--- config.mk ---
export PLATFORM = sky130hd
export DESIGN_NAME = dot_product_accumulator
export DESIGN_NICKNAME = d
export VERILOG_FILES = /design/src/rtl/dot_product_accumulator.sv
export SDC_FILE = /design/constraint.sdc
export NUM_CORES = 1
export LEC_CHECK = 0
export CORE_ASPECT_RATIO = 0.8
export CORE_MARGIN = 5
export CORE_UTILIZATION = 53
export CTS_CLUSTER_DIAMETER = 80
export DETAILED_ROUTE_END_ITERATION = 6
export GPL_TIMING_DRIVEN = 0
export PLACE_DENSITY = 0.79
export SETUP_SLACK_MARGIN = 0.4
export SYNTH_ARGS = -nofsm -noshare
export SYNTH_HDL_FRONTEND = slang
export SYNTH_SLANG_ARGS = --single-unit
--- constraint.sdc ---
create_clock -name clk -period 2.2 [get_ports clk]
set_input_delay 0.44 -clock clk [delete_from_list [all_inputs] [get_ports clk]]
set_output_delay 0.44 -clock clk [all_outputs]
set_load 0.01 [all_outputs]
--- src/rtl/dot_product_accumulator.sv ---
// Accumulates VEC_LEN signed products into one dot-product result, holds it
// until the consumer takes it, and tags each result with a wrapping sequence index.
module dot_product_accumulator #(
  parameter int DATA_WIDTH = 4,
  parameter int VEC_LEN    = 4,
  parameter int ACC_WIDTH  = 10
) (
  input  logic                  clk,
  input  logic                  rst,
  input  logic                  in_valid,
  output logic                  in_ready,
  input  logic [DATA_WIDTH+3:0] in_product,
  input  logic                  flush,
  output logic                  out_valid,
  input  logic                  out_ready,
  output logic [ACC_WIDTH-1:0]  out_sum,
  output logic                  out_overflow,
  output logic [7:0]            out_index
);

  localparam int         PW       = DATA_WIDTH + 4;
  localparam logic [7:0] LAST_IDX = 8'(VEC_LEN - 1);

  typedef enum logic {
    ACCUM = 1'b0,
    HOLD  = 1'b1
  } state_e;

  function automatic logic add_overflow(input logic a_msb, input logic b_msb, input logic s_msb);
    return (a_msb == b_msb) && (s_msb != a_msb);
  endfunction

  state_e               state_q, state_d;
  logic [ACC_WIDTH-1:0] acc_q, acc_d;
  logic [7:0]           cnt_q, cnt_d;
  logic                 ovf_q, ovf_d;
  logic                 out_valid_q, out_valid_d;
  logic [ACC_WIDTH-1:0] out_sum_q, out_sum_d;
  logic                 out_ovf_q, out_ovf_d;
  logic [7:0]           out_index_q, out_index_d;

  logic signed [PW-1:0] prod_sgn_s;
  logic [ACC_WIDTH-1:0] prod_ext_s;
  logic [ACC_WIDTH-1:0] sum_s;
  logic                 step_ovf_s;

  assign prod_sgn_s = $signed(in_product);
  assign prod_ext_s = ACC_WIDTH'(prod_sgn_s);
  assign sum_s      = acc_q + prod_ext_s;
  assign step_ovf_s = add_overflow(acc_q[ACC_WIDTH-1], prod_ext_s[ACC_WIDTH-1], sum_s[ACC_WIDTH-1]);

  // in_ready depends only on the state register, never on out_ready.
  assign in_ready     = (state_q == ACCUM);
  assign out_valid    = out_valid_q;
  assign out_sum      = out_sum_q;
  assign out_overflow = out_ovf_q;
  assign out_index    = out_index_q;

  // Next-state and datapath update for both states.
  always_comb begin
    state_d     = state_q;
    acc_d       = acc_q;
    cnt_d       = cnt_q;
    ovf_d       = ovf_q;
    out_valid_d = out_valid_q;
    out_sum_d   = out_sum_q;
    out_ovf_d   = out_ovf_q;
    out_index_d = out_index_q;
    case (state_q)
      ACCUM: begin
        if (flush) begin
          acc_d = {ACC_WIDTH{1'b0}};
          cnt_d = 8'd0;
          ovf_d = 1'b0;
        end else if (in_valid) begin
          if (cnt_q == LAST_IDX) begin
            out_sum_d   = sum_s;
            out_ovf_d   = ovf_q | step_ovf_s;
            out_valid_d = 1'b1;
            state_d     = HOLD;
          end else begin
            acc_d = sum_s;
            cnt_d = cnt_q + 8'd1;
            ovf_d = ovf_q | step_ovf_s;
          end
        end else begin
          state_d = ACCUM;
        end
      end
      HOLD: begin
        // Flush is deliberately ignored here so the pending result is delivered.
        if (out_ready) begin
          out_valid_d = 1'b0;
          acc_d       = {ACC_WIDTH{1'b0}};
          cnt_d       = 8'd0;
          ovf_d       = 1'b0;
          out_index_d = out_index_q + 8'd1;
          state_d     = ACCUM;
        end else begin
          state_d = HOLD;
        end
      end
      default: begin
        state_d = ACCUM;
      end
    endcase
  end

  // State and output registers with asynchronous reset.
  always_ff @(posedge clk or posedge rst) begin
    if (rst) begin
      state_q     <= ACCUM;
      acc_q       <= {ACC_WIDTH{1'b0}};
      cnt_q       <= 8'd0;
      ovf_q       <= 1'b0;
      out_valid_q <= 1'b0;
      out_sum_q   <= {ACC_WIDTH{1'b0}};
      out_ovf_q   <= 1'b0;
      out_index_q <= 8'd0;
    end else begin
      state_q     <= state_d;
      acc_q       <= acc_d;
      cnt_q       <= cnt_d;
      ovf_q       <= ovf_d;
      out_valid_q <= out_valid_d;
      out_sum_q   <= out_sum_d;
      out_ovf_q   <= out_ovf_d;
      out_index_q <= out_index_d;
    end
  end

endmodule

==> results.toml <==
[finish]
syn2layout_area_growth_pct = 42.9
nNetsFinal = 287
antennaDiodeCount = 0
fin_area_sq_mm = 0.00294
regArea_sq_mm = 0.00100
drive_gt1_share_pct = 26.7
n_fill_cell = 249
multi_input_gate_area_sq_mm = 0.00129
final_cells = 317
layout.core_utilization_pct = 77.8

[place]
placement.cell_area_sq_mm = 0.00254
dpl.cell_count = 295
port_buffers = 33
dp_hpwl_mm = 3.15
gpl.final_weighted_congestion = 0.734

[synth]
syn_area_sq_mm = 0.00206
syn_nets = 232
postSynth.topFlopCell = "dfrtp_1"
synth.ff_latch_count = 40
synth-compound-area-share_pct = 14.7
synthMuxAreaShare_pct = 2.19
mean_area_per_synthesized_cell_sq_um = 9.94
synth_cell_type_count = 39
synth_adder_area_share_pct = 7.66
syn-instance-count = 207
synth_top_family_by_area = "simple AND/OR/NAND/NOR gates"
synth-xor-area-share_pct = 8.94
number_of_enable_type_register_cells_in_the_synthesized_netlist = 0
synth_seq_area_share_pct = 48.7
asyncSetResetFlopFracSynth_pct = 100
synth-simple-area-share_pct = 15.5
yosysWarningCount = 0

[global_route]
leftover_overflow_at_the_end_of_global_routing = 0
grt_max_degree = 41
grt_pass1_wl_mm = 8.02
gr-usage-all-layers_pct = 20.1
antenna_found_initial = 0
vias_in_the_first_global_route = 1709

[cts]
cts.sink_count = 40
worst_skew_pair.late_latency_ns = 0.29
clk_pin_slew_ns = 0.07
cts.hold.buffers_added = 0
numCtsBuffers = 5
tritoncts = "done"
clock_tree.htree_level_count = 2
cts_root_buf = "clkbuf_8"
cts_buffer_depth = 2

[critical_path]
worst_ep_required_time_ns = 2.42
crit_chain = "ha_2 -> nor4b_4 -> and3_4 -> or3_4 -> or2_4 -> or3_1 -> o21ai_1"
critPathCaptureType = "flop"
worst_setup_path_startpoint = "cnt_q[0]"
cp_data_arrival_time_ns = 2.21
maximum_fanout_encountered_on_the_critical_timing_path = 3
worstSetupPathType = "flop to flop"
max_stage_delay_ns = 0.40
worst_setup_path_start_kind = "flop"
crit_slowest_cell = "dfrtp_1"
r2r_start = "cnt_q[0]"

[floorplan]
dieWidth_um = 79.7
die_height_um = 65.7
floorplan.core_area_sq_mm = 0.00378
initial_utilization_pct = 54.4
io_pins = 34
fp.dieArea_sq_mm = 0.00523
floorplan.rows = 20

[timing]
finalHoldViolCount = 0
worst_clock_skew_ns = 0.00656
rsz0062_at_grt = "true"
slew_headroom_pct = 46.8
slew_violations = 0
tightest_slew_ns = 0.796
period_share_pct = 90.6
final.min_clock_period_ns = 1.99
setup_viol_count_final = 0
achievable-frequency_mhz = 502

[route]
drc = 0
drtIter0Drc = 81
route.detailed.wl_per_inst_um = 15.2
detail_route.first_pass.iterations = 4
wirelength_mm = 4.81
antenna_violating_nets_post_route = 0
route.vias.total = 1711
per_cell_via_count_in_the_routed_design = 5.40

[flow_run]
maxCapViolations = 0

[min_path]
min-delay-path-class = "flop to flop"
holdCritStartpoint = "out_index[7]"

[power]
combinationalPowerShare_pct = 51.5
intPower_mw = 2.09
leakage_nw = 1.29
swShare_pct = 36.9
clockPowerShare_pct = 13.9
max_rail_drop_vdd_v = 0.000648
seq_power_share_pct = 34.6
power-per-cell-area_mw_per_mm2 = 1130
p_switching_mw = 1.22

[outcome]
result_of_the_run = "finished clean"
==> metrics by stage <==
step	power (mW)	TNS [ns]	hold WS (ns)	setup slack, ns
final	3.31	0	0.468	0.207
after global routing	3.54	0	0.495	0.161
after CTS	3.06	0	0.470	0.202
after detailed placement	2.38	-2.60	0.457	-0.331
after global placement	2.35	-2.39	0.457	-0.292
after floorplan	1.91	0	0.453	0.280
==> power by group through the flow <==
stage / combinational (mW) / sequential [mW] / clock (mW)
6_report: 1.70 / 1.14 / 0.459
5_1_grt: 1.87 / 1.18 / 0.496
4_1_cts: 1.46 / 1.14 / 0.457
3_5_place_dp: 1.25 / 1.13 / 0
3_3_place_gp: 1.22 / 1.13 / 0
2_1_floorplan: 0.758 / 1.15 / 0
==> critical path, delay by kind of cell, from the launching register on <==
kind / cells / cell delay, ns
AND/OR/NAND/NOR: 5 / 1.22
flip-flops: 1 / 0.40
adder cells (fa/ha/maj): 1 / 0.20
AO/OA/AOI/OAI: 1 / 0.10
==> path summary, 6_finish.rpt <==
kind | endpoint | slack (ns) | cells after the start
min | out_index[7] | 0.47 | 1
max reg2reg | acc_q[9] | 0.21 | 7
max in group asynchronous | cnt_q[6] | 1.08 | 2
min in group asynchronous | out_index[3] | 0.62 | 2
min reg2reg | out_index[7] | 0.47 | 1
max | acc_q[9] | 0.21 | 7
==> timing repair <==
| item | 4_1_cts | 5_1_grt |
|---|---|---|
| buffers inserted | 12 | 3 |
| gates resized for setup | 34 | 32 |
| pin swaps | 23 | 19 |
| endpoints found under the setup margin | 24 | 27 |
==> logic make-up (layout without fill, tap and decap cells) <==
logic type / after synthesis / count (layout)
AND/OR/NAND/NOR: 68 / 68
AO/OA/AOI/OAI: 49 / 49
flip-flops: 40 / 40
XOR/XNOR: 21 / 21
buffers and inverters: 13 / 68
adder cells (fa/ha/maj): 12 / 12
multiplexers: 4 / 4
==> synthesized netlist by cell type, types with 4 or more instances <==
| master | number | share of area (%) |
|---|---|---|
| a21oi_1 | 11 | 2.7 |
| clkbuf_1 | 4 | 0.73 |
| dfrtp_1 | 40 | 49 |
| ha_1 | 11 | 6.7 |
| inv_1 | 8 | 1.5 |
| mux2_2 | 4 | 2.2 |
| nand2_1 | 28 | 5.1 |
| nand3_1 | 6 | 1.5 |
| nor2_1 | 16 | 2.9 |
| nor3_1 | 4 | 0.97 |
| o21ai_0 | 17 | 4.1 |
| o31ai_1 | 4 | 1.5 |
| xnor2_1 | 12 | 5.1 |
| xor2_1 | 9 | 3.8 |
==> cell usage in the layout, fill, tap and decap left out, drive strengths merged, types with 6 or more instances in the layout <==
cell / n
a21oi: 11
buf: 19
clkbuf: 8
clkdlybuf4s50: 23
dfrtp: 40
dlygate4sd2: 9
ha: 11
inv: 8
nand2: 28
nand3: 6
nor2: 17
o21ai: 18
xnor2: 12
xor2: 9
==> layer usage <==
layer	track usage [%]	up-vias	routed length, um
met5	0	-	0
met4	6.87	0	61
met3	4.38	6	237
met2	32.3	46	2330
met1	26.9	842	2190
li1	-	817	-
==> cell type report <==
type	instances	share of cell area, %
Multi-Input combinational cell	154	44.0
Sequential cell	40	34.1
Timing Repair Buffer	48	15.0
Clock buffer	6	2.47
Tap cell	55	2.34
Inverter	8	1.02
Buffer	5	0.894
Clock inverter	1	0.170
==> flip-flops by register name, indices dropped and copies added (netlist names) <==
| signal | cells |
|---|---|
| ovf_q | 1 |
| acc_q | 10 |
| out_valid | 1 |
| out_sum | 10 |
| cnt_q | 8 |
| out_index | 8 |
| out_overflow | 1 |
| state_q | 1 |
Power figures use the tool's default switching activity.
